<file path="src/rtl/hamming_decoder.sv">
`default_nettype none
// hamming_decoder: two-stage SECDED decoder for right-aligned 8/16/32-bit codewords
// (odd-weight column code) with valid/ready on both sides and saturating error counters.
module hamming_decoder #(
    parameter int AMBA_WORD = 32,
    parameter int CNT_WIDTH = 16
) (
    input  logic                 clk,
    input  logic                 rst,
    input  logic [1:0]           CODEWORD_WIDTH,
    input  logic [AMBA_WORD-1:0] DATA_IN,
    input  logic                 in_valid,
    output logic                 in_ready,
    output logic [AMBA_WORD-1:0] DATA_OUT,
    output logic [1:0]           NUM_OF_ERRORS,
    output logic                 out_valid,
    input  logic                 out_ready,
    input  logic                 cnt_clear,
    output logic [CNT_WIDTH-1:0] single_err_cnt,
    output logic [CNT_WIDTH-1:0] double_err_cnt
);

    // Data bit i uses the i-th largest odd-weight (>=3) value that fits in the parity width,
    // so every column has odd weight and any double error yields an even, nonzero syndrome.
    function automatic logic [155:0] build_cols(input int pw, input int nd);
        logic [155:0] t;
        int           k;
        int           ones;
        t = '0;
        k = 0;
        for (int v = 63; v > 0; v--) begin
            ones = 0;
            for (int b = 0; b < 6; b++) ones += (v >> b) & 1;
            if (v < (1 << pw) && k < nd && ones >= 3 && (ones % 2) == 1) begin
                t[k*6 +: 6] = v[5:0];
                k++;
            end
        end
        return t;
    endfunction

    localparam logic [155:0] COLS8  = build_cols(4, 4);
    localparam logic [155:0] COLS16 = build_cols(5, 11);
    localparam logic [155:0] COLS32 = build_cols(6, 26);

    function automatic logic [5:0] calc_syn(input logic [AMBA_WORD-1:0] cw, input int pw,
                                            input int nd, input logic [155:0] cols);
        logic [5:0] s;
        s = '0;
        for (int j = 0; j < pw; j++) s[j] = cw[j];
        for (int i = 0; i < nd; i++) if (cw[pw+i]) s = s ^ cols[i*6 +: 6];
        return s;
    endfunction

    function automatic logic [AMBA_WORD-1:0] flip_mask(input logic [5:0] syn, input int pw,
                                                       input int nd, input logic [155:0] cols);
        logic [AMBA_WORD-1:0] m;
        logic [5:0]           unit;
        m = '0;
        for (int i = 0; i < nd; i++) if (syn == cols[i*6 +: 6]) m[pw+i] = 1'b1;
        for (int j = 0; j < pw; j++) begin
            unit    = '0;
            unit[j] = 1'b1;
            if (syn == unit) m[j] = 1'b1;
        end
        return m;
    endfunction

    logic                 s1_valid_q, s1_valid_d;
    logic [AMBA_WORD-1:0] s1_cw_q, s1_cw_d;
    logic [1:0]           s1_w_q, s1_w_d;
    logic [5:0]           s1_syn_q, s1_syn_d;
    logic                 out_valid_q, out_valid_d;
    logic [AMBA_WORD-1:0] data_out_q, data_out_d;
    logic [1:0]           nerr_q, nerr_d;
    logic [CNT_WIDTH-1:0] single_q, single_d;
    logic [CNT_WIDTH-1:0] double_q, double_d;

    logic                 s2_load;
    logic                 accept;
    logic                 xfer;
    logic [AMBA_WORD-1:0] mask;
    logic [AMBA_WORD-1:0] corr;
    logic [AMBA_WORD-1:0] dec_data;
    logic [1:0]           dec_nerr;

    assign s2_load  = s1_valid_q && (!out_valid_q || out_ready);
    assign in_ready = !s1_valid_q || s2_load;
    assign accept   = in_valid && in_ready;
    assign xfer     = out_valid_q && out_ready;

    always_comb begin
        s1_valid_d = s1_valid_q;
        s1_cw_d    = s1_cw_q;
        s1_w_d     = s1_w_q;
        s1_syn_d   = s1_syn_q;
        if (accept) begin
            s1_valid_d = 1'b1;
            s1_cw_d    = DATA_IN;
            s1_w_d     = CODEWORD_WIDTH;
            case (CODEWORD_WIDTH)
                2'b00:   s1_syn_d = calc_syn(DATA_IN, 4, 4, COLS8);
                2'b01:   s1_syn_d = calc_syn(DATA_IN, 5, 11, COLS16);
                default: s1_syn_d = calc_syn(DATA_IN, 6, 26, COLS32);
            endcase
        end else if (s2_load) begin
            s1_valid_d = 1'b0;
        end
    end

    always_comb begin
        mask     = '0;
        dec_data = '0;
        case (s1_w_q)
            2'b00:   mask = flip_mask(s1_syn_q, 4, 4, COLS8);
            2'b01:   mask = flip_mask(s1_syn_q, 5, 11, COLS16);
            default: mask = flip_mask(s1_syn_q, 6, 26, COLS32);
        endcase
        // On a double error the mask is empty, so the raw data passes through.
        corr = s1_cw_q ^ mask;
        case (s1_w_q)
            2'b00:   dec_data = (corr >> 4) & 32'h0000_000F;
            2'b01:   dec_data = (corr >> 5) & 32'h0000_07FF;
            default: dec_data = (corr >> 6) & 32'h03FF_FFFF;
        endcase
        if (s1_syn_q == 6'd0)  dec_nerr = 2'd0;
        else if (|mask)        dec_nerr = 2'd1;
        else                   dec_nerr = 2'd2;
    end

    always_comb begin
        out_valid_d = out_valid_q;
        data_out_d  = data_out_q;
        nerr_d      = nerr_q;
        if (s2_load) begin
            out_valid_d = 1'b1;
            data_out_d  = dec_data;
            nerr_d      = dec_nerr;
        end else if (out_ready) begin
            out_valid_d = 1'b0;
        end
    end

    always_comb begin
        single_d = single_q;
        double_d = double_q;
        if (cnt_clear) begin
            single_d = '0;
            double_d = '0;
        end else if (xfer) begin
            if (nerr_q == 2'd1 && !(&single_q)) single_d = single_q + 1'b1;
            if (nerr_q == 2'd2 && !(&double_q)) double_d = double_q + 1'b1;
        end
    end

    always_ff @(posedge clk or negedge rst) begin
        if (!rst) begin
            s1_valid_q  <= 1'b0;
            s1_cw_q     <= '0;
            s1_w_q      <= '0;
            s1_syn_q    <= '0;
            out_valid_q <= 1'b0;
            data_out_q  <= '0;
            nerr_q      <= '0;
            single_q    <= '0;
            double_q    <= '0;
        end else begin
            s1_valid_q  <= s1_valid_d;
            s1_cw_q     <= s1_cw_d;
            s1_w_q      <= s1_w_d;
            s1_syn_q    <= s1_syn_d;
            out_valid_q <= out_valid_d;
            data_out_q  <= data_out_d;
            nerr_q      <= nerr_d;
            single_q    <= single_d;
            double_q    <= double_d;
        end
    end

    assign out_valid      = out_valid_q;
    assign DATA_OUT       = data_out_q;
    assign NUM_OF_ERRORS  = nerr_q;
    assign single_err_cnt = single_q;
    assign double_err_cnt = double_q;

endmodule
`default_nettype wire

</file>
<file path="config.mk">
export PLATFORM = sky130hd
export DESIGN_NAME = hamming_decoder
export DESIGN_NICKNAME = d
export VERILOG_FILES = /design/src/rtl/hamming_decoder.sv
export SDC_FILE = /design/constraint.sdc
export NUM_CORES = 1
export LEC_CHECK = 0
export CORE_ASPECT_RATIO = 1.4
export CORE_MARGIN = 2
export CORE_UTILIZATION = 50
export CTS_CLUSTER_SIZE = 20
export DETAILED_ROUTE_END_ITERATION = 6
export PLACE_DENSITY = 0.76
export SLEW_MARGIN = 0
export SYNTH_ARGS = -nofsm -noshare
export SYNTH_HDL_FRONTEND = slang
export SYNTH_SLANG_ARGS = --single-unit
</file>
<file path="constraint.sdc">
create_clock -name clk -period 4.85 [get_ports clk]
set_input_delay 0.97 -clock clk [delete_from_list [all_inputs] [get_ports clk]]
set_output_delay 0.97 -clock clk [all_outputs]
set_load 0.05 [all_outputs]
</file>
# After elaboration in Yosys (flattened, before gate mapping)
# Index checks and enable logic that the tools add are counted.
# classes
n_reduce_logical,25
muxes,164
addsub,2
n_bitwise,42
eq_ne,36
# op_table
operator,n
$mux 6,91
$not 3->3,34
$eq 6x6->1 const B,16
$mux 16,6
$mux 5,14
$pmux 32 s2,1
$pmux 26 s2,1
$eq 6x5->1 const B,8
$mux 1,36
$mux 4,9
$not 5->5,7
$add 16x1->16 const B,2
$reduce_and 16->1,2
$reduce_or 32->1,1
$xor 32x32->32,1
$eq 6x4->1 const B,4
$eq 6x3->1 const B,2
$pmux 6 s2,1
$reduce_bool 2->1,5
$mux 3,3
$eq 2x1->1 const B,3
$eq 6x1->1 const B,1
$eq 6x2->1 const B,1
$logic_not 6->1,1
8 further kinds,19
# word_totals
register_bits,108
input_bits,39
word_cells,278
output_inout_bits,68

# Logic depth before layout (Yosys ltp)
# Gate-level depths: netlist (run 1).
# depth
word_depth,105
mapped_depth,8
depth_no_buf,7

# Worst setup path after synthesis (run 1)
# Ideal clock, no wire load.
# synth_path
kind,input port to flip-flop
startpoint,in out_ready
endpoint,reg s1_cw_q[16]
setup_slack_ps,2170
t_required_ps,4725
cell_stages,4
arrival_time_ps,2555
setup_time_ps,125
n_path_buf,1
cell_sequence,nand3b_1 nand2_1 buf_1 mux2_2
# synth_via
elab_chain_cells,4
# synth_lines
item,line,text
"start, declared",17,"input logic out_ready,"
$logic_or 1x1->1,87,assign s2_load = s1_valid_q && (!out_valid_q || out_ready);
$logic_and 1x1->1,87,
$logic_or 1x1->1,88,assign in_ready = !s1_valid_q || s2_load;
$logic_and 1x1->1,89,assign accept = in_valid && in_ready;
"end signal, assigned",169,s1_cw_q <= s1_cw_d;
"end, declared",70,"logic [AMBA_WORD-1:0] s1_cw_q, s1_cw_d;"
# No other way between the ends.
# A chain may end at the register's enable or synchronous reset.

# Worst setup path after layout (run 1)
# layout_path
startpoint,in out_ready
endpoint,out in_ready
# layout_via
elab_chain_cells,3
# layout_lines
item,line,text
$logic_or 1x1->1,87,
$logic_and 1x1->1,87,
$logic_or 1x1->1,88,
"end, declared",13,"output logic in_ready,"
# No other way between the ends.

==> metrics, run 1 <==
Nets=737; final cell count without fillers=851; synthesis-stage register bit count=98; EDFF count, synth=0; vias=4831; Commonest cells post-synth=dfrtp_1, xnor2_1, nor2_1; Setup TNS=0 ns; placed insts=835; CP Class=in2out; largest net degree at the start of global routing=67; maximum VDD drop=0.000195 V; GRT Total Usage=about a quarter; crit path capture type=primary output; smallest hold slack=between 0.4 and 0.5 ns; sequential-to-total area share from yosys stat=39.7%; Lkg Pwr=0.00301 uW; adder-cell share of the synthesized area=0.405%; fin crit period=3.59 ns; total die area=0.0133 mm2; DIE HEIGHT=136 um; hold buffers post-CTS=0; Slew Viols, Final=0; post-DR wirelength/cell=18.0 um; WP data arrival=2.62 ns; Synth top area share=between 30% and 40%; Root Driver=clkbuf_16; dpl cell area=0.00719 mm2; post-route ant nets=0; fin crit share=74.1%; Final Skew=0.0112 ns; Max clock buf depth=2; final wirelength=15300 um; post-CTS setup buffers=0; global-route wire length before repair=25100 um; Std-Cell Rows=48; global placer's final weighted congestion=1.00; Max Fclk=278 MHz; dominant cells by area after synthesis=dfrtp_1, xnor2_1, xor2_1; setup violators final=0; clk_lat worst skew=about 0.35 ns; CTS tree=yes; largest fanout on the critical path=4; Initial Utilization=approximately 51%; final non-filler cell area=0.00751 mm2; Sink Count=roughly 100; Final Hold Viols=0; total grt overflow=0; worst slew pin tran=1.19 ns; total CTS buffers=9; First-pass DRT Iterations=4; half-perimeter wire length after placement=11800 um; Netlist Area Pre-Place=roughly 0.0062 mm2; Syn Area/Cell=10.1 um2; vias in the first global route=4787; Synth Area in Compound Gates=9.81%; layout cells sized above 1=between 10% and 20%; largest family of logic cells by synthesized area=XOR/XNOR gates; DR iter-0 viols=308; RSZ-0062 raised after global routing=no; slew margin rel.=20.7%; DR vias/cell=5.68; Most used DFF post-synth=dfrtp_1; IO Pins=107; final antenna diode count=0; post-synthesis simple-gate area fraction=approximately 18%; Synth-to-Final Area Change=21.4%; number of remaining DRC errors=0; xor-xnor portion of the synthesized cell area=22.2%; CTS H-tree lvls=3; pwr/cell area=409 mW/mm2; status=finished clean; library cells used by synthesis=between 70 and 80; core area=between 0.01 and 0.015 mm2; die width=approximately 98 um; mux contribution to synthesized area=6.09%; Worst-path clk slew=0.07 ns; I/O Buffers=100; initial antenna violation count=0; startpoint types=primary input; ys async rst share=100%; Syn Inst Count=between 600 and 700; Syn. warnings=0; Max Cap Viol=0; top-count cell post-synth=dfrtp_1; worst hold path type=reg2reg; WP data required=3.88 ns; post-synth top area cell=dfrtp_1; post-CTS sizing=0
-- layout by cell type, fill, tap and decap left out, types with 3 or more instances in the layout --
cell type and instances:
clkdlybuf4s50_1 99, xor2_1 52, and2_1 5, xnor2_2 4, nor2_1 60, nand4_1 10
conb_1 6, or3_1 6, nand2_1 56, dfrtp_1 98, mux2i_1 5, a211oi_1 4
nor3_1 9, a21oi_1 19, nand4b_1 3, and3_1 6, a221oi_1 8, xnor3_1 8
inv_6 3, o21ai_0 19, a22oi_1 3, nor2b_1 4, inv_1 5, buf_4 3
mux2_2 29, xnor2_1 68, nand2b_1 7, o21ai_1 7, and4_1 8, or2_1 3
nand3_1 18, clkbuf_16 9
-- critical path: stages --
cell and delay (ns):
clkdlybuf4s50_1 0.52, nand3b_1 0.27, clkdlybuf4s50_1 0.86
-- layout make-up --
type	instances	area [um2]
clock buffers	11	253
clock inverters	5	67.6
fillers	1020	4690
inverters	6	22.5
multi-input cells	479	3510
flip-flops and latches	98	2450
well taps	150	188
repair buffers	102	1010
-- stage by stage --
stage / utilization, % / worst slack (ns) / total power [uW]
after global placement: 58.9 / 1.29 / 2300
after floorplan: - / 2.17 / 1980
after global routing: 61.6 / 1.21 / 3230
after detailed placement: 58.9 / 1.29 / 2330
after CTS: 61.6 / 1.27 / 3090
final: 61.6 / 1.26 / 3070
-- power by group --
group / total [uW] / switching (uW) / internal [uW] / leakage, uW
logic: 1180 / 683 / 497 / 0.00161
clock network: 756 / 318 / 437 / 0.000159
registers: 1140 / 204 / 933 / 0.00125
-- state kept, by name (all words and copies together) (netlist names) --
register        flops
s1_cw_q            28
DATA_OUT           26
double_err_cnt     16
single_err_cnt     16
s1_syn_q            6
NUM_OF_ERRORS       2
s1_w_q              2
out_valid           1
s1_valid_q          1
-- routing by layer --
metal / up-vias / global-route usage, % / part of all wire, %
met4: 0 / 8.56 / 2.3
met5: - / 0 / 0
met2: 149 / 44.4 / 53
met3: 25 / 2.37 / 3.7
met1: 2361 / 28.5 / 41
li1: 2296 / - / -
-- path summary, 6_finish.rpt --
kind | startpoint | to | slack, ns | cells past startpoint
worst max-delay path | out_ready | in_ready | 1.26 | 3
worst min-delay path | DATA_OUT[25] | DATA_OUT[25] | 0.48 | 2
worst max register to register | s1_w_q[1] | NUM_OF_ERRORS[1] | 2.32 | 6
worst min register to register | DATA_OUT[25] | DATA_OUT[25] | 0.48 | 2
max in group asynchronous | rst | s1_valid_q | 3.16 | 2
min in group asynchronous | rst | double_err_cnt[10] | 0.72 | 1
-- cell families (layout without fill, tap and decap cells) --
logic type               Yosys count  in the layout
multiplexers                      34             34
adder cells (fa/ha/maj)            2              2
flip-flops                        98             98
other                              1              6
AO/OA/AOI/OAI                     88             88
buffers and inverters             41            124
AND/OR/NAND/NOR                  214            214
XOR/XNOR                         135            135
Power figures use the tool's default switching activity.
==> run 2: changes to the inputs <==
==> constraint.sdc (replaced) <==
create_clock -name clk -period 3.7 [get_ports clk]
set_input_delay 0.74 -clock clk [delete_from_list [all_inputs] [get_ports clk]]
set_output_delay 0.74 -clock clk [all_outputs]
set_load 0.05 [all_outputs]
==> metrics, run 2 (synthesis gave the netlist of run 1 again) <==
DR vias/cell=5.64; pwr/cell area=528 mW/mm2; DIE HEIGHT=136 um; Std-Cell Rows=48; setup violators final=0; hold buffers post-CTS=0; commonest non-fill, non-tap cell in the layout=clkdlybuf4s50_1; reg2reg end=NUM_OF_ERRORS[1]; DR iter-0 viols=217; final antenna diode count=0; fin crit period=3.15 ns; layout cells sized above 1=9.99%; core area=around 0.012 mm2; global-route wire length before repair=24000 um; fin crit share=85.1%; Max Fclk=~320 MHz; number of remaining DRC errors=0; Initial Utilization=50.7%; global placer's final weighted congestion=0.979; First-pass DRT Iterations=5; post-DR wirelength/cell=around 18 um; WP data arrival=2.41 ns; total die area=0.0133 mm2; final wirelength=15000 um; worst-path cell chain=clkdlybuf4s50_1, nand3b_1, clkdlybuf4s50_1; Setup TNS=0 ns; clk_lat worst skew=0.35 ns; total grt overflow=0; worst hold path type=in2async; Most flops, register=s1_cw_q; Worst-path clk slew=~0.07 ns; smallest hold slack=~0.42 ns; half-perimeter wire length after placement=between 10000 and 15000 um; post-CTS sizing=0; die width=98.0 um; WP data required=2.96 ns; Final Skew=0.00558 ns; slowest CP cell=clkdlybuf4s50_1; Final Hold Viols=0; commonest non-fill, non-tap cells in the layout=clkdlybuf4s50_1, dfrtp_1, xnor2_1; Max clock buf depth=2; startpoint types=primary input; initial antenna violation count=0; FF-to-FF Start=s1_w_q[1]; Largest register FFs=28; Synth-to-Final Area Change=21.2%; post-route ant nets=0; CTS H-tree lvls=3; Worst path max stage delay=0.87 ns; status=finished clean; # fillers=1015; I/O Buffers=100; Reg2Reg Setup Slack=1.13 ns; crit path capture type=primary output; Sink Count=98; Slew Viols, Final=0; vias in the first global route=4715; cells on worst reg2reg path=6; CP Class=in2out; GRT Total Usage=23.0%; Nets=737; IO Pins=107; CTS tree=yes; post-CTS setup buffers=0; maximum VDD drop=roughly 0.00028 V; worst slew pin tran=1.15 ns; slew margin rel.=23.2%; RSZ-0062 raised after global routing=no; Lkg Pwr=roughly 0.0030 uW; vias=4800; Root Driver=clkbuf_16; largest net degree at the start of global routing=99; total CTS buffers=9; Max Cap Viol=0; largest fanout on the critical path=4; CP dominant cell by count=clkdlybuf4s50_1
## run 2: worst max-delay path by stage
stage / start / endpoint / slack, ns / cells past startpoint
2_1_floorplan: out_ready / s1_cw_q[16] / 1.25 / 4
3_3_place_gp: out_ready / in_ready / 0.60 / 3
3_5_place_dp: out_ready / in_ready / 0.60 / 3
4_1_cts: out_ready / in_ready / 0.59 / 3
5_1_grt: out_ready / in_ready / 0.55 / 3
6_report: out_ready / in_ready / 0.55 / 3
## run 2: metrics by stage
| step | cells | util, % | power, uW | setup WS (ns) | instance area (um2) |
|---|---|---|---|---|---|
| 2_1_floorplan | 618 | - | 2600 | 1.25 | 6200 |
| 3_3_place_gp | 835 | 59.0 | 3010 | 0.598 | 7200 |
| 3_5_place_dp | 835 | 59.0 | 3040 | 0.603 | 7200 |
| 4_1_cts | 851 | 61.5 | 3970 | 0.589 | 7490 |
| 5_1_grt | 851 | 61.5 | 4150 | 0.547 | 7490 |
| 6_report | 851 | 61.5 | 3960 | 0.553 | 7490 |
## run 2: critical path: cells and delay by family
family | cells | cell delay (ns)
buf+inv | 2 | 1.39
simple gates | 1 | 0.27
## run 2: metal layers
metal	part of all wire [%]	vias to the layer above	GRT usage [%]
li1	-	2291	-
met1	39	2324	26.7
met2	53	147	41.2
met3	3.5	38	2.43
met4	3.8	0	12.9
met5	0	-	0
## run 2: area by class of cell
| cell class | instances | area [um2] | area share [%] |
|---|---|---|---|
| Tap cell | 150 | 188 | 2.51 |
| Clock inverter | 6 | 65.1 | 0.868 |
| Multi-Input combinational cell | 479 | 3510 | 46.8 |
| Timing Repair Buffer | 102 | 1030 | 13.7 |
| Inverter | 6 | 22.5 | 0.301 |
| Clock buffer | 10 | 229 | 3.06 |
| Sequential cell | 98 | 2450 | 32.7 |
## run 2: report_power, final
| group | switching, uW | internal (uW) | leakage (uW) | total [uW] |
|---|---|---|---|---|
| Sequential | 256 | 1220 | 0.00125 | 1480 |
| Combinational | 895 | 653 | 0.00161 | 1550 |
| Clock | 402 | 525 | 0.000143 | 927 |
| Total | 1550 | 2400 | 0.00300 | 3960 |
==> run 3: changes to the inputs <==
--- a/config.mk
+++ b/config.mk
@@ -11,6 +11,7 @@
 export CTS_CLUSTER_SIZE = 20
 export DETAILED_ROUTE_END_ITERATION = 6
 export PLACE_DENSITY = 0.76
+export SKIP_CTS_REPAIR_TIMING = 1
 export SLEW_MARGIN = 0
 export SYNTH_ARGS = -nofsm -noshare
 export SYNTH_HDL_FRONTEND = slang
==> results of run 3 <==
No change in the layout: final DEF, timing and power equal those of run 2.
